$ cat src/rtl/execute_ctrl_pkg.sv
// Shared types and constants for the LEGv8 execute-stage hazard/sequencing controller.
// Feature macro used by this block: EXEC_CTRL_FWD_EN (ALU operand forwarding).
package execute_ctrl_pkg;

   typedef enum logic [1:0] {
      FWD_RF = 2'b00,
      FWD_W  = 2'b01,
      FWD_M  = 2'b10
   } fwd_sel_t;

   typedef enum logic {
      RUN   = 1'b0,
      STALL = 1'b1
   } ctrl_state_t;

   typedef logic [3:0] cond_t;

   localparam cond_t COND_EQ = 4'h0;
   localparam cond_t COND_NE = 4'h1;
   localparam cond_t COND_HS = 4'h2;
   localparam cond_t COND_LO = 4'h3;
   localparam cond_t COND_MI = 4'h4;
   localparam cond_t COND_PL = 4'h5;
   localparam cond_t COND_VS = 4'h6;
   localparam cond_t COND_VC = 4'h7;
   localparam cond_t COND_HI = 4'h8;
   localparam cond_t COND_LS = 4'h9;
   localparam cond_t COND_GE = 4'hA;
   localparam cond_t COND_LT = 4'hB;
   localparam cond_t COND_GT = 4'hC;
   localparam cond_t COND_LE = 4'hD;
   localparam cond_t COND_AL = 4'hE;

   localparam logic [4:0] XZR = 5'd31;

endpackage

$ cat src/rtl/cond_eval.sv
// B.cond condition evaluator: decides taken from a condition code and {N,Z,C,V}.
module cond_eval
   import execute_ctrl_pkg::*;
(
   input  logic [3:0] cond_i,
   input  logic [3:0] nzcv_i,
   output logic       taken_o
);

   logic n, z, c, v;

   assign {n, z, c, v} = nzcv_i;

   always_comb begin
      taken_o = 1'b1;
      case (cond_i)
         COND_EQ: taken_o = z;
         COND_NE: taken_o = !z;
         COND_HS: taken_o = c;
         COND_LO: taken_o = !c;
         COND_MI: taken_o = n;
         COND_PL: taken_o = !n;
         COND_VS: taken_o = v;
         COND_VC: taken_o = !v;
         COND_HI: taken_o = c && !z;
         COND_LS: taken_o = !(c && !z);
         COND_GE: taken_o = (n == v);
         COND_LT: taken_o = (n != v);
         COND_GT: taken_o = !z && (n == v);
         COND_LE: taken_o = !(!z && (n == v));
         default: taken_o = 1'b1;
      endcase
   end

endmodule

$ cat src/rtl/execute_ctrl.sv
// Execute-stage controller: NZCV register, branch resolution, RAW hazard stalls and forwarding.
// Define EXEC_CTRL_FWD_EN to enable forwarding (only load-use hazards stall then).
module execute_ctrl
   import execute_ctrl_pkg::*;
#(
   parameter int unsigned REG_W = 5
) (
   input  logic             clk,
   input  logic             reset,
   input  logic [REG_W-1:0] rs1_D,
   input  logic [REG_W-1:0] rs2_D,
   input  logic [REG_W-1:0] rs1_E,
   input  logic [REG_W-1:0] rs2_E,
   input  logic [REG_W-1:0] rd_E,
   input  logic [REG_W-1:0] rd_M,
   input  logic [REG_W-1:0] rd_W,
   input  logic             regWrite_E,
   input  logic             regWrite_M,
   input  logic             regWrite_W,
   input  logic             memRead_E,
   input  logic             uncondBranch_E,
   input  logic             cbz_E,
   input  logic             bcond_E,
   input  logic [3:0]       cond_E,
   input  logic             setFlags_E,
   input  logic             zero_E,
   input  logic             negative_E,
   input  logic             carry_E,
   input  logic             overflow_E,
   output logic             pcSrc_E,
   output logic             stall_F,
   output logic             stall_D,
   output logic             flush_D,
   output logic             flush_E,
   output logic [1:0]       fwdA_E,
   output logic [1:0]       fwdB_E,
   output logic [3:0]       flags_q
);

   ctrl_state_t state_q, state_d;
   logic [1:0]  cnt_q, cnt_d;
   logic [3:0]  nzcv_q, nzcv_d;
   logic        cond_taken, pc_src, stalling, hz_e;
   logic [1:0]  need, remain_old, remain_new;
   fwd_sel_t    fwd_a, fwd_b;

   function automatic logic produces(input logic [REG_W-1:0] rs, input logic [REG_W-1:0] rd,
                                     input logic we);
      return we && (rd != REG_W'(XZR)) && (rs == rd);
   endfunction

   cond_eval u_cond_eval (
      .cond_i  (cond_E),
      .nzcv_i  (nzcv_q),
      .taken_o (cond_taken)
   );

   assign hz_e = produces(rs1_D, rd_E, regWrite_E) || produces(rs2_D, rd_E, regWrite_E);

`ifdef EXEC_CTRL_FWD_EN
   assign need  = (memRead_E && hz_e) ? 2'd1 : 2'd0;
   assign fwd_a = produces(rs1_E, rd_M, regWrite_M) ? FWD_M :
                  produces(rs1_E, rd_W, regWrite_W) ? FWD_W : FWD_RF;
   assign fwd_b = produces(rs2_E, rd_M, regWrite_M) ? FWD_M :
                  produces(rs2_E, rd_W, regWrite_W) ? FWD_W : FWD_RF;
`else
   logic hz_m;
   logic unused_fwd_inputs;

   // W producers never stall: the register file writes through.
   assign hz_m  = produces(rs1_D, rd_M, regWrite_M) || produces(rs2_D, rd_M, regWrite_M);
   assign need  = hz_e ? 2'd2 : (hz_m ? 2'd1 : 2'd0);
   assign fwd_a = FWD_RF;
   assign fwd_b = FWD_RF;
   assign unused_fwd_inputs = ^{rs1_E, rs2_E, rd_W, regWrite_W, memRead_E};
`endif

   always_comb begin
      state_d    = state_q;
      cnt_d      = cnt_q;
      nzcv_d     = nzcv_q;
      stalling   = 1'b0;
      remain_old = 2'd0;
      remain_new = 2'd0;
      pc_src     = uncondBranch_E || (cbz_E && zero_E) || (bcond_E && cond_taken);

      // cnt counts stall cycles still owed after the current one.
      if (pc_src) begin
         state_d = RUN;
         cnt_d   = 2'd0;
      end else begin
         case (state_q)
            STALL: begin
               stalling   = 1'b1;
               remain_old = cnt_q - 2'd1;
            end
            default: stalling = (need != 2'd0);
         endcase
         if (stalling) begin
            remain_new = (need != 2'd0) ? need - 2'd1 : 2'd0;
            cnt_d      = (remain_old > remain_new) ? remain_old : remain_new;
            state_d    = (cnt_d == 2'd0) ? RUN : STALL;
         end else begin
            state_d = RUN;
            cnt_d   = 2'd0;
         end
      end

      if (setFlags_E && !(pc_src || stalling)) begin
         nzcv_d = {negative_E, zero_E, carry_E, overflow_E};
      end
   end

   always_comb begin
      pcSrc_E = reset && pc_src;
      stall_F = reset && stalling;
      stall_D = reset && stalling;
      flush_D = reset && pc_src;
      flush_E = reset && (pc_src || stalling);
      fwdA_E  = reset ? fwd_a : FWD_RF;
      fwdB_E  = reset ? fwd_b : FWD_RF;
      flags_q = reset ? nzcv_q : 4'b0000;
   end

   always_ff @(posedge clk) begin
      if (!reset) begin
         state_q <= RUN;
         cnt_q   <= 2'd0;
         nzcv_q  <= 4'b0000;
      end else begin
         state_q <= state_d;
         cnt_q   <= cnt_d;
         nzcv_q  <= nzcv_d;
      end
   end

endmodule

$ cat config.mk
export PLATFORM = sky130hd
export DESIGN_NAME = execute_ctrl
export DESIGN_NICKNAME = d
export VERILOG_FILES = /design/src/rtl/execute_ctrl_pkg.sv /design/src/rtl/cond_eval.sv /design/src/rtl/execute_ctrl.sv
export SDC_FILE = /design/constraint.sdc
export NUM_CORES = 1
export LEC_CHECK = 0
export ABC_AREA = 1
export CELL_PAD_IN_SITES_DETAIL_PLACEMENT = 2
export CELL_PAD_IN_SITES_GLOBAL_PLACEMENT = 2
export CORE_UTILIZATION = 18
export DETAILED_ROUTE_END_ITERATION = 10
export PLACE_DENSITY_LB_ADDON = 0.25
export REMOVE_ABC_BUFFERS = 1
export SLEW_MARGIN = 20
export SYNTH_ARGS = -nofsm -noshare
export SYNTH_HDL_FRONTEND = slang
export SYNTH_HIERARCHICAL = 1
export SYNTH_SLANG_ARGS = --single-unit
$ cat constraint.sdc
create_clock -name clk -period 4.75 [get_ports clk]
set_input_delay 0.7125 -clock clk [delete_from_list [all_inputs] [get_ports clk]]
set_output_delay 0.7125 -clock clk [all_outputs]
set_load 0.01 [all_outputs]
## After elaboration in Yosys (flattened, before gate mapping)

Cells that the tools add are included.
W data, S select, Z words.

| storage, ports and cells | value |
|---|---|
| output and inout bits | 13 |
| logic and storage cells | 71 |
| input bits | 53 |
| register bits after elaboration | 7 |

| operators by class | value |
|---|---|
| reduce and logical (&&, ||, !) cells | 30 |
| equality and inequality tests | 21 |
| mux-type cells | 12 |
| order comparisons | 1 |
| add/subtract/negate cells | 2 |
| bitwise operators | 2 |

Operators with widths:

| kind | count |
|---|---|
| $eq A4 B4 Y1 const B | 6 |
| $eq A5 B5 Y1 | 4 |
| $eq A4 B3 Y1 const B | 4 |
| $logic_and A1 B1 Y1 | 14 |
| $pmux W1 S14 | 1 |
| $mux W2 | 5 |
| $ne A5 B5 Y1 const B | 2 |
| $eq A4 B2 Y1 const B | 2 |
| $logic_not A1 Y1 | 7 |
| $logic_or A1 B1 Y1 | 5 |
| $mux W1 | 5 |
| $eq A4 B1 Y1 const B | 1 |
| $logic_not A4 Y1 | 1 |
| $mux W4 | 1 |
| $sub A2 B1 Y2 const B | 2 |
| $reduce_or A3 Y1 | 1 |
| $gt A2 B2 Y1 | 1 |
| $logic_not A2 Y1 | 1 |
| $not A1 Y1 | 2 |
| $reduce_bool A2 Y1 | 1 |
| $eq A1 B1 Y1 | 1 |
| $ne A1 B1 Y1 | 1 |

## Depth between registers and ports, before layout

| depth | value |
|---|---|
| word-level depth | 13 |
| depth in mapped cells | 16 |

## Modules after synthesis

The synthesis kept the hierarchy.

Modules (own cells, without submodules):

| module | cells each | area an instance (um2) | times used |
|---|---|---|---|
| execute_ctrl | 146 | 844.6 | 1 |
| cond_eval | 57 | 230.2 | 1 |

## Worst setup path before layout

OpenSTA, ideal clock, no wires.

| timing | value |
|---|---|
| kind | input -> output |
| start | input port cond_E[0] |
| end | output port stall_F |
| required time | 4,038 ps |
| data arrival time | 1,745 ps |
| cell stages on the path | 13 |
| slack | 2,292 ps |
| buffers on the path | 1 |
| cells stage by stage | inv_2 > nand2_1 > nand2_1 > nand3_1 > nand2_1 > nor2_1 > nand3_1 > a21oi_1 > nand2_1 > nor2_2 > nand2_2 > inv_1 > buf_4 |

| between the ends | value |
|---|---|
| word-level cells in the longest chain between the ends | 6 |
| elaborated cells between the ends (all ways) | 19 |

Ends and longest elaborated chain:

| item | RTL line | source |
|---|---|---|
| from (decl) | execute_ctrl.sv:24 | `input logic [3:0] cond_E,` |
| $eq A4 B4 Y1 (tied with other cells) | cond_eval.sv:16 | `case (cond_i)` |
| $pmux W1 S14 (*) | cond_eval.sv:16 |  |
| via cond_taken | execute_ctrl.sv:43 | `logic cond_taken, pc_src, stalling, hz_e;` |
| $logic_and A1 B1 Y1 (*) | execute_ctrl.sv:85 | `pc_src = uncondBranch_E \|\| (cbz_E && zero_E) \|\| (bcond_E && cond_taken);` |
| $logic_or A1 B1 Y1 (*) | execute_ctrl.sv:85 |  |
| $mux W1 (*) | execute_ctrl.sv:88 | `if (pc_src) begin` |
| $logic_and A1 B1 Y1 (*) | n/a |  |
| to (decl) | execute_ctrl.sv:31 | `output logic stall_F,` |

The timed path passes the listed nets; every way through them passes the cells marked *.

## Worst setup path in the final report

| timing | value |
|---|---|
| start | input port cond_E[1] |
| end | output port stall_D |

| between the ends | value |
|---|---|
| word-level cells in the longest chain between the ends | 6 |
| elaborated cells between the ends (all ways) | 19 |

Ends and longest elaborated chain:

| item | RTL line | source |
|---|---|---|
| $eq A4 B4 Y1 (tied with other cells) | cond_eval.sv:16 |  |
| $pmux W1 S14 (*) | cond_eval.sv:16 |  |
| via cond_taken | execute_ctrl.sv:43 |  |
| $logic_and A1 B1 Y1 (*) | execute_ctrl.sv:85 |  |
| $logic_or A1 B1 Y1 (*) | execute_ctrl.sv:85 |  |
| $mux W1 (*) | execute_ctrl.sv:88 |  |
| $logic_and A1 B1 Y1 (*) | execute_ctrl.sv:117 | `stall_D = reset && stalling;` |
| to (decl) | execute_ctrl.sv:32 | `output logic stall_D,` |

Marked as above.

==> out/results.ini <==
[sta]
skew_ns = 0.0001235
fin_hold_ws_ns = 0.5575
min_period_ns = 3.585
rsz0062_at_grt = false
fin_setup_tns_ns = 0
hold_viol = 0
fin_crit_sh_pct = 75.47
setup_violations = 0
worstMarginPinSlew_ns = 0.5146
setup_ws_ns = 1.165
relSlewSlack_pct = 65.57
fmax_mhz = 278.9
report.final.slew_viol_count = 0

[cts]
postCtsSetupBuffers = 0
cts_resized = 0
cts.clk_slew.worst_paths_ns = 0.04
cts_buffer_depth = 2
hold_buffers = 0
htree_num_levels = 1
cts_tree = yes
clkLatencyLatePin_ns = 0.22
cts_root_buf = clkbuf_8
cts_buffers = 3
cts_sinks = 7

[floorplanning]
core_sq_mm = 0.005642
dieArea_sq_mm = 0.006284
io_pins = 66
initial_utilization_pct = 19.05
chipWidth_microns = 79.27
rows = 27
die_h_microns = 79.27

[detailed_routing]
drc = 0
vias_per_cell = 4.044
first_pass_iters = 3
drt_iter0_drc = 21
routedWlPerCell_microns = 11.08
ant_nets = 0
wl_microns = 3533
num_vias = 1290

[layout]
fill_cells = 713
multi_input_comb_area_sq_um = 754.5
antennaDiodeCount = 0
drive_above_1_share_pct = 6.073
regArea_sq_um = 140.1
finalNetCount = 302
layoutNonFillerInstCount = 319
syn_to_final_growth_pct = 50.06

[yosys]
avgSynthCellArea_sq_um = 5.294
synth.distinct_cells = 21
synth_flop_cell = dfxtp_1
yosysMostFrequentCell = nand2_1
ys_seq_area_share_pct = 13.04
yosys_warnings = 6
synthTopCellsByArea = nand2_1 26%, dfxtp_1 13%, inv_1 13%
yosysTopAreaCell = nand2_1
synth_top_area_share_pct = 25.84
synth_async_sr_flop_share_pct = 0
syn_inst = 203
syn-cell-area_sq_mm = 0.001075
ys_top_cells_by_count = 74 x nand2_1, 36 x inv_1, 23 x nor2_1
synth-seq-cells = 7
synth-edff-count = 0

[critical_path]
slowest_delay_ns = 0.54
critPathArrivalTime_ns = 2.87
critPathLaunch = cond_E[1]
critPathKind = input pin to output port
path_max_fanout = 4
cp-end-kind = output port
critPathMostFrequentCell = nand2_1
path_cells = clkdlybuf4s50_1 > inv_2 > nand2_2 > nand2_1 > nand3_1 > nand2_1 > nor2_1 > nand3_1 > a21oi_1 > nand2_1 > nor2_2 > nand2_2 > inv_1 > clkdlybuf4s50_1
critPathLaunchType = input pin
cp.required_ns = 4.04
cp_slowest_cell = clkdlybuf4s50_1
r2r_start = nzcv_q[3]

[grt]
antenna_found_initial = 0
grt_pass1_wl_microns = 6016
grt.total_usage_pct = 12.05
grt_max_degree = 12
grt_overflow = 0
grt_pass1_vias = 1328

[power]
p_clk_share_pct = 31.5
p_per_area_mw_per_mm2 = 159.0
peakVddDrop_mv = 0.1331
seq_power_share_pct = 25.6
leakage_nw = 0.8176
combPwrFrac_pct = 42.8
p_sw_share_pct = 31.80
p_switching_uw = 81.52
internal_power_uw = 174.8

[outcome]
outcome = finished clean

[placement]
io_buffer_count = 44
hpwlAfterDp_microns = 3065
dp.cells = 315
preCtsSetupSlack_ns = 1.110
place_congestion = 0.6740

[flow_run]
maxCapViolations = 0

[hold_path]
min_path_type = flop to flop
hp-start = state_q

## through the flow
| stage | instance area (sq um) | utilization [%] | total power, mW |
|---|---|---|---|
| after global routing | 1613 | 28.59 | 0.2802 |
| after global placement | 1568 | 27.79 | 0.1762 |
| after floorplan | 1037 | - | 0.1190 |
| final | 1613 | 28.59 | 0.2564 |
| after CTS | 1613 | 28.59 | 0.2621 |
| after detailed placement | 1568 | 27.79 | 0.1786 |
## cell usage in the layout, fill, tap and decap left out
cell type,synthesis,final
a21oi_1,5,5
clkbuf_1,1,1
clkbuf_8,0,3
clkdlybuf4s50_1,0,44
conb_1,1,4
dfxtp_1,7,7
ha_1,1,1
inv_1,36,36
inv_2,2,2
nand2_1,74,74
nand2_2,4,4
nand3_1,18,18
nand3_2,2,2
nand3_4,1,1
nor2_1,23,23
nor2_2,2,2
nor2_8,1,1
o21a_1,2,2
o21ai_0,2,2
o21ai_1,1,1
xnor2_1,8,8
xor2_1,6,6
## worst max-delay path: cells and delay by family
family / cells / cell delay [ns]
and+or+nand+nor: 9 / 0.80
buffers and inverters: 4 / 1.23
AOI/OAI and AO/OA: 1 / 0.13
## power by group through the flow
| stage | clock network, mW | registers (mW) | logic [mW] |
|---|---|---|---|
| global placement | 0 | 0.0667 | 0.110 |
| global route | 0.0887 | 0.0665 | 0.125 |
| detailed placement | 0 | 0.0667 | 0.112 |
| CTS | 0.0836 | 0.0658 | 0.113 |
| finish | 0.0808 | 0.0657 | 0.110 |
| floorplan | 0 | 0.0652 | 0.0538 |
## registers in the layout, summed over array words and instances, names as in the netlist
signal and count:
nzcv_q 4, state_q 1, cnt_q 2
## layer usage
metal	track usage [%]	share of wire (%)
met1	15.28	48
met2	22.07	49
met3	0.6897	2.0
met4	2.727	0.28
met5	0	0
## worst paths after layout
| path | to | slack (ns) | depth (start not counted) |
|---|---|---|---|
| setup / recovery | stall_D | 1.17 | 14 |
| hold / removal | cnt_q[1] | 0.56 | 2 |
| setup reg to reg | nzcv_q[2] | 2.69 | 13 |
| hold reg to reg | cnt_q[1] | 0.56 | 2 |
## final cells by class
type | instances | share of cell area, %
clock buffers | 4 | 2.793
repair buffers | 44 | 27.31
well taps | 72 | 5.586
multi-input cells | 154 | 46.78
flip-flops and latches | 7 | 8.689
inverters | 38 | 8.844
## kinds of logic after synthesis
family,synth area share [%]
AO/OA/AOI/OAI,5.121
flip-flops,13.04
AND/OR/NAND/NOR,51.11
buffers and inverters,17.81
other,0.3489
XOR/XNOR,11.41
adder cells (fa/ha/maj),1.164
(Power assumes the default switching activity.)
